$ cat config.mk
export PLATFORM = sky130hd
export DESIGN_NAME = mem_fifo_ctrl
export DESIGN_NICKNAME = d
export VERILOG_FILES = /design/src/rtl/mem_pkg.sv /design/src/rtl/mem_fifo_ctrl.sv
export SDC_FILE = /design/constraint.sdc
export NUM_CORES = 1
export LEC_CHECK = 0
export CORE_ASPECT_RATIO = 2
export CORE_MARGIN = 2
export CORE_UTILIZATION = 60
export CTS_CLUSTER_DIAMETER = 50
export DETAILED_ROUTE_END_ITERATION = 10
export DONT_BUFFER_PORTS = 1
export GPL_ROUTABILITY_DRIVEN = 1
export PLACE_DENSITY = 0.85
export SLEW_MARGIN = 30
export SYNTH_ARGS = -nofsm -noshare
export SYNTH_HDL_FRONTEND = slang
export SYNTH_SLANG_ARGS = --single-unit
$ cat constraint.sdc
create_clock -name clk -period 4.6 [get_ports clk]
set_input_delay 0.92 -clock clk [delete_from_list [all_inputs] [get_ports clk]]
set_output_delay 0.92 -clock clk [all_outputs]
set_load 0.1 [all_outputs]
$ cat src/rtl/mem_pkg.sv
// rtl/mem_pkg.sv - shared defaults and read-FSM state type for the memory FIFO controller
package mem_pkg;

  localparam int DEF_MEM_DEPTH  = 16;
  localparam int DEF_MEM_WIDTH  = 8;
  localparam int DEF_ADD_WIDTH  = 4;
  localparam int DEF_RD_TIMEOUT = 8;

  typedef enum logic [1:0] {
    IDLE    = 2'd0,
    RD_PEND = 2'd1,
    HOLD    = 2'd2
  } rd_state_e;

endpackage

$ cat src/rtl/mem_fifo_ctrl.sv
// rtl/mem_fifo_ctrl.sv - FIFO controller owning the write/read pointers of an external dual-port memory
module mem_fifo_ctrl
  import mem_pkg::*;
#(
  parameter int MEM_DEPTH  = DEF_MEM_DEPTH,
  parameter int MEM_WIDTH  = DEF_MEM_WIDTH,
  parameter int ADD_WIDTH  = DEF_ADD_WIDTH,
  parameter int RD_TIMEOUT = DEF_RD_TIMEOUT
) (
  input  logic                 clk,
  input  logic                 rst,
  input  logic                 in_valid,
  output logic                 in_ready,
  input  logic [MEM_WIDTH-1:0] in_data,
  output logic                 out_valid,
  input  logic                 out_ready,
  output logic [MEM_WIDTH-1:0] out_data,
  output logic                 mem_valid,
  output logic                 mem_wr_en,
  output logic [ADD_WIDTH-1:0] mem_wr_addr,
  output logic [MEM_WIDTH-1:0] mem_wr_data,
  output logic                 mem_rd_en,
  output logic [ADD_WIDTH-1:0] mem_rd_addr,
  input  logic [MEM_WIDTH-1:0] mem_rdata,
  input  logic                 mem_ready,
  output logic [ADD_WIDTH:0]   count,
  output logic                 full,
  output logic                 empty,
  output logic                 rd_err
);

  localparam int TW = $clog2(RD_TIMEOUT + 1);

  logic [ADD_WIDTH:0] wr_ptr;
  logic [ADD_WIDTH:0] rd_ptr;
  logic [TW-1:0]      timer;
  logic [TW-1:0]      timer_next;
  rd_state_e          state;
  rd_state_e          state_next;
  logic               accept;
  logic               issue_rd;
  logic               capture;
  logic               drop;
  logic               pop_done;

  // count reflects entries not yet read-issued; an entry in flight or in out_data is no longer counted
  assign count     = wr_ptr - rd_ptr;
  assign full      = (count == (ADD_WIDTH+1)'(MEM_DEPTH));
  assign empty     = (count == '0);
  assign in_ready  = ~full & ~rst;
  assign accept    = in_valid & in_ready;
  assign mem_valid = mem_wr_en | mem_rd_en;

  always_ff @(posedge clk) begin
    if (rst) begin
      state <= IDLE;
      timer <= '0;
    end else begin
      state <= state_next;
      timer <= timer_next;
    end
  end

  always_comb begin
    state_next = state;
    timer_next = timer;
    issue_rd   = 1'b0;
    capture    = 1'b0;
    drop       = 1'b0;
    pop_done   = 1'b0;
    case (state)
      IDLE: begin
        if (count != '0) begin
          issue_rd   = 1'b1;
          state_next = RD_PEND;
        end
      end
      RD_PEND: begin
        if (mem_ready) begin
          capture    = 1'b1;
          state_next = HOLD;
        end else if (timer == TW'(RD_TIMEOUT - 1)) begin
          drop       = 1'b1;
          state_next = IDLE;
        end else begin
          timer_next = timer + TW'(1);
        end
      end
      HOLD: begin
        if (out_ready) begin
          pop_done = 1'b1;
          if (count != '0) begin
            issue_rd   = 1'b1;
            state_next = RD_PEND;
          end else begin
            state_next = IDLE;
          end
        end
      end
      default: state_next = IDLE;
    endcase
    if (issue_rd) timer_next = '0;
  end

  // count is registered-pointer based, so a read can only follow a write by at least one cycle
  always_ff @(posedge clk) begin
    if (rst) begin
      wr_ptr      <= '0;
      rd_ptr      <= '0;
      mem_wr_en   <= 1'b0;
      mem_wr_addr <= '0;
      mem_wr_data <= '0;
      mem_rd_en   <= 1'b0;
      mem_rd_addr <= '0;
      out_valid   <= 1'b0;
      out_data    <= '0;
      rd_err      <= 1'b0;
    end else begin
      mem_wr_en <= accept;
      mem_rd_en <= issue_rd;
      if (accept) begin
        mem_wr_addr <= wr_ptr[ADD_WIDTH-1:0];
        mem_wr_data <= in_data;
        wr_ptr      <= wr_ptr + (ADD_WIDTH+1)'(1);
      end
      if (issue_rd) begin
        mem_rd_addr <= rd_ptr[ADD_WIDTH-1:0];
        rd_ptr      <= rd_ptr + (ADD_WIDTH+1)'(1);
      end
      if (capture) begin
        out_data  <= mem_rdata;
        out_valid <= 1'b1;
      end else if (pop_done) begin
        out_valid <= 1'b0;
      end
      if (drop) rd_err <= 1'b1;
    end
  end

endmodule

## Word-level counts from Yosys, hierarchy flattened

Cells that the tools add are included.

| word-level totals | value |
|---|---|
| register bits after elaboration | 44 |
| latch bits | 0 |
| memory bits (writable) | 0 |
| ROM bits | 0 |
| input port bits | 21 |
| output and inout bits | 37 |
| memories | 0 |

| cells by class | value |
|---|---|
| add/sub/neg operators | 4 |
| multiply operators | 0 |
| divide/modulo/power cells | 0 |
| order comparisons | 0 |
| equality and inequality tests | 7 |
| shift operators | 0 |
| mux-type cells | 18 |
| bitwise gates (word level) | 7 |
| reduce and logical (&&, ||, !) cells | 7 |

Operators by type and width:

| cell | number |
|---|---|
| 1-bit 2-to-1 mux | 12 |
| 5-bit by 1-bit adder with 5-bit output (second input constant) | 2 |
| 2-bit 2-to-1 mux | 4 |
| 2-bit one-hot mux with 3 select lines | 1 |
| 3-bit AND reduction | 2 |
| 5-bit equality test (second input constant) | 1 |
| 5-bit zero test | 1 |
| 5-bit nonzero test | 1 |
| 5-bit subtractor | 1 |
| 4-bit by 1-bit adder with 4-bit output (second input constant) | 1 |
| 4-bit by 3-bit equality test with 1-bit output (second input constant) | 1 |
| 2-bit != test (second input constant) | 2 |
| 1-bit NOT | 4 |
| 3-bit != test (second input constant) | 1 |
| 1-bit AND | 2 |
| 2-bit by 1-bit equality test with 1-bit output (second input constant) | 1 |
| 2-bit equality test (second input constant) | 1 |
| 2-bit zero test | 1 |
| 1-bit one-hot mux with 2 select lines | 1 |
| 2-bit nonzero test | 1 |
| 2-bit OR reduction | 1 |
| 1-bit bitwise OR | 1 |

## Depth between registers and ports, before layout

| depth | value |
|---|---|
| word-level depth | 6 |
| depth in mapped cells | 10 |

## Least setup slack after synthesis

OpenSTA, ideal clock, no wires.

| path | value |
|---|---|
| kind | flip-flop to output port |
| start point | register rd_ptr[0] |
| end point | output in_ready |
| arrival | 4485 ps |
| required time | 3680 ps |
| slack | -805 ps |
| cell stages (with the launch flop) | 8 |
| buffers on the path | 0 |
| path through | dfxtp_1 -> ha_1 -> inv_1 -> fa_1 -> xor2_1 -> nand4b_2 -> a211oi_4 -> nor2_1 |

| on the way | value |
|---|---|
| word-level cells in the longest chain between the ends | 4 |

Ends and longest elaborated chain:

| element | line | source |
|---|---|---|
| start: declaration | mem_fifo_ctrl.sv:35 | `logic [ADD_WIDTH:0] rd_ptr;` |
| start signal: assignment | mem_fifo_ctrl.sv:128 | `rd_ptr <= rd_ptr + (ADD_WIDTH+1)'(1);` |
| 5-bit subtractor | mem_fifo_ctrl.sv:47 | `assign count = wr_ptr - rd_ptr;` |
| named net count[2] | mem_fifo_ctrl.sv:26 | `output logic [ADD_WIDTH:0] count,` |
| 5-bit equality test | mem_fifo_ctrl.sv:48 | `assign full = (count == (ADD_WIDTH+1)'(MEM_DEPTH));` |
| named net full | mem_fifo_ctrl.sv:27 | `output logic full,` |
| 1-bit NOT | mem_fifo_ctrl.sv:50 | `assign in_ready = ~full & ~rst;` |
| 1-bit AND | mem_fifo_ctrl.sv:50 |  |
| end: declaration | mem_fifo_ctrl.sv:13 | `output logic in_ready,` |

The timed path passes the listed nets, and every way through them passes these cells.

## Worst setup path in the final report

| path | value |
|---|---|
| start point | register rd_ptr[0] |
| end point | output in_ready |

| on the way | value |
|---|---|
| word-level cells in the longest chain between the ends | 4 |

Ends and longest elaborated chain:

| element | line |
|---|---|
| 5-bit subtractor | mem_fifo_ctrl.sv:47 |
| 5-bit equality test | mem_fifo_ctrl.sv:48 |
| 1-bit NOT | mem_fifo_ctrl.sv:50 |
| 1-bit AND | mem_fifo_ctrl.sv:50 |

Every way passes these cells.

==> run metrics <==
outcome=finished, final reports clean; Num CTS Buffers=5; CP Max Fanout=10; hold-critical path endpoint=wr_ptr[4]; TritonCTS clock tree=done; Post-Synth XOR/XNOR Area=between 2 and 2.5%; drt first pass iters=4; CP peak stage delay=roughly 0.43 ns; number of synthesized flops with an enable pin=0; Vias per Instance=5.89; Worst slew margin=33.9%; # IOs=58; Placed Instances=252; post-layout util=around two thirds; post-CTS sizing=0; cells after synthesis=between 200 and 250; first-pass GRT wire length=6250 um; grt ovf=0; YS warnings=0; crit path DAT=3.07 ns; layout filler cell count=between 200 and 300; minimum clock period=3.99 ns; Largest delay share family, worst path=buffers and inverters; adder-cell share of the synthesized area=5.10%; initial drt markers=21; Final ANT Viol Nets=0; Port Buf Inserts=0; CP max stage cell=fa_1; synthesized cell area=2110 um2; Avg WL per Cell=14.6 um; met2 WL post-DR=2100 um; area delta synth->final=6.59%; Vias=1531; top layer reached by signal wires=met4; Nets=approximately 260; share of cells above drive strength 1=about an eighth; Slew Viols, Final=0; die area=4030 um2; setup TNS=0 ns; Synth Register Bits=44; initial antenna violation count=0; Avg Inst Size Synth=9.33 um2; RR Startpoint=rd_ptr[0]; DR WL met3=211 um; # setup viols final=0; flop2flop setup slack=1.44 ns; final period utilization=86.8%; sequential-to-total area share from yosys stat=41.8%; syn_nets=255; DIE HEIGHT=approximately 90 um; clk_skew=about 0.0087 ns; FF-to-FF path depth=10; clk buf depth=2; max_cap viols=0; simple-gate share of the synthesized area=around 28%; Total Routing Usage GR=between 20% and 30%; area share of the largest cell type after synthesis=between 40% and 50%; CTS Sinks=44; Max Fclk=250 MHz; hold crit path type=flip-flop to flip-flop; FF-to-FF End=mem_wr_addr[3]; DRC viols=0; Row Count=30; Final Instance Area=2250 um2; vias in the first global route=1525; # diodes=0; Reg clk slew, reported paths=around 0.08 ns; RSZ-0062 raised after global routing=false; number of hold buffers added after CTS=0; largest net degree at the start of global routing=63; critical path class=flip-flop to output pin; Final Hold Fails=0; Die Span X=45.9 um; post-CTS setup buffers=0; mux contribution to synthesized area=11.5%; crit-path cells=ha_1, inv_1, fa_1, xor2_2, buf_4, a211o_1, a211oi_4, buf_4, nor2_2, buf_4; Commonest cells post-synth=dfxtp_1 (44), nand2b_1 (36), mux2i_1 (23), a21oi_1 (18), nand2_1 (14); largest family of logic cells by synthesized area=simple AND/OR/NAND/NOR gates; hold path cells=2; Area contributors post-synth=dfxtp_1 (42%), mux2i_1 (11%), nand2b_1 (11%); Critical Path Source Type=flip-flop; clk_lat worst skew=0.30 ns; Worst Setup End Kind=output pin; most used cell, CP=buf_4; HPWL after DPL=2850 um; Placer Congestion=about 0.77; Tightest Pin Transition=0.990 ns; H-tree levels=2; synth unique cells=38; cell with the most instances after synthesis=dfxtp_1; Post-Place Cell Area=2160 um2; Routed Wire Length=~3800 um; Worst Min Path Start=wr_ptr[4]; ys flop type=dfxtp_1; largest area contributor in the netlist=dfxtp_1; post-synthesis compound-gate area fraction=7.72%; core box area=about 3400 um2; WL met1=1410 um; clk root buf=clkbuf_8; ys async rst share=0%; Post-Layout Cell Count=260; CP required=between 3 and 4 ns; Buf/Inv on CP=4; initial core utilization=62.4%
[worst min-delay path, cell delays in order (launching register included)]
cell and delay (ns):
dfxtp_1 0.34, o21ai_1 0.08, a21oi_1 0.06
[final cells by class]
class	count	area [um2]	share of cell area (%)
multi-input combinational	163	1170	51.9
sequential	44	881	39.2
clock buffer	5	68.8	3.06
timing repair buffer	6	45.0	2.00
tap	32	40.0	1.78
inverter	7	26.3	1.17
clock inverter	3	18.8	0.835
[cells in the final DEF, fill, tap and decap left out, types with 2 or more instances in the layout]
| master | n |
|---|---|
| inv_1 | 7 |
| dfxtp_1 | 44 |
| nor4_1 | 3 |
| nor2b_1 | 3 |
| mux2i_1 | 23 |
| or2_2 | 5 |
| o21ai_1 | 3 |
| nor3_1 | 3 |
| buf_4 | 6 |
| nand4_1 | 2 |
| ha_1 | 7 |
| clkinv_2 | 2 |
| xor2_2 | 2 |
| nand3b_1 | 3 |
| nand2b_1 | 36 |
| or3_1 | 4 |
| nand2_1 | 14 |
| nor3b_1 | 2 |
| clkbuf_8 | 5 |
| xor2_1 | 2 |
| nand3_1 | 12 |
| nor2_1 | 5 |
| a21oi_1 | 18 |
[through the flow]
step	setup slack (ns)	hold slack [ns]
final	0.606	0.518
after global routing	0.460	0.567
after CTS	0.597	0.516
after detailed placement	0.928	0.504
after global placement	1.00	0.498
after floorplan	0.0475	0.474
[worst max path at each step]
stage / from / depth (start not counted) / slack, ns / end
3_3_place_gp: rd_ptr[0] / 10 / 1.00 / in_ready
5_1_grt: rd_ptr[0] / 10 / 0.46 / in_ready
4_1_cts: rd_ptr[0] / 10 / 0.60 / in_ready
2_1_floorplan: wr_ptr[0] / 8 / 0.05 / in_ready
6_report: rd_ptr[0] / 10 / 0.61 / in_ready
3_5_place_dp: rd_ptr[0] / 10 / 0.93 / in_ready
[flip-flops by register name, summed over array words and instances (netlist names)]
signal	count
mem_rd_addr	4
mem_rd_en	1
mem_wr_addr	4
mem_wr_data	8
mem_wr_en	1
out_data	8
out_valid	1
rd_err	1
rd_ptr	5
state	2
timer	4
wr_ptr	5
[cells by family (layout without fill, tap and decap cells)]
family,after synthesis,in the layout
muxes,24,24
adders and majority gates,8,8
and+or+nand+nor,100,100
buffers and inverters,19,21
AOI/OAI and AO/OA,26,26
DFF,44,44
xor gates and xnor gates,5,5
[routing by layer]
layer  up-vias  GRT usage, %
met5         -             0
met4         0          9.35
met3         6          4.95
met2        47          39.3
met1       710          19.1
li1        768             -
Power is not shown: default switching activity piles up to over one toggle a cycle in this logic, so the estimate is an artifact.
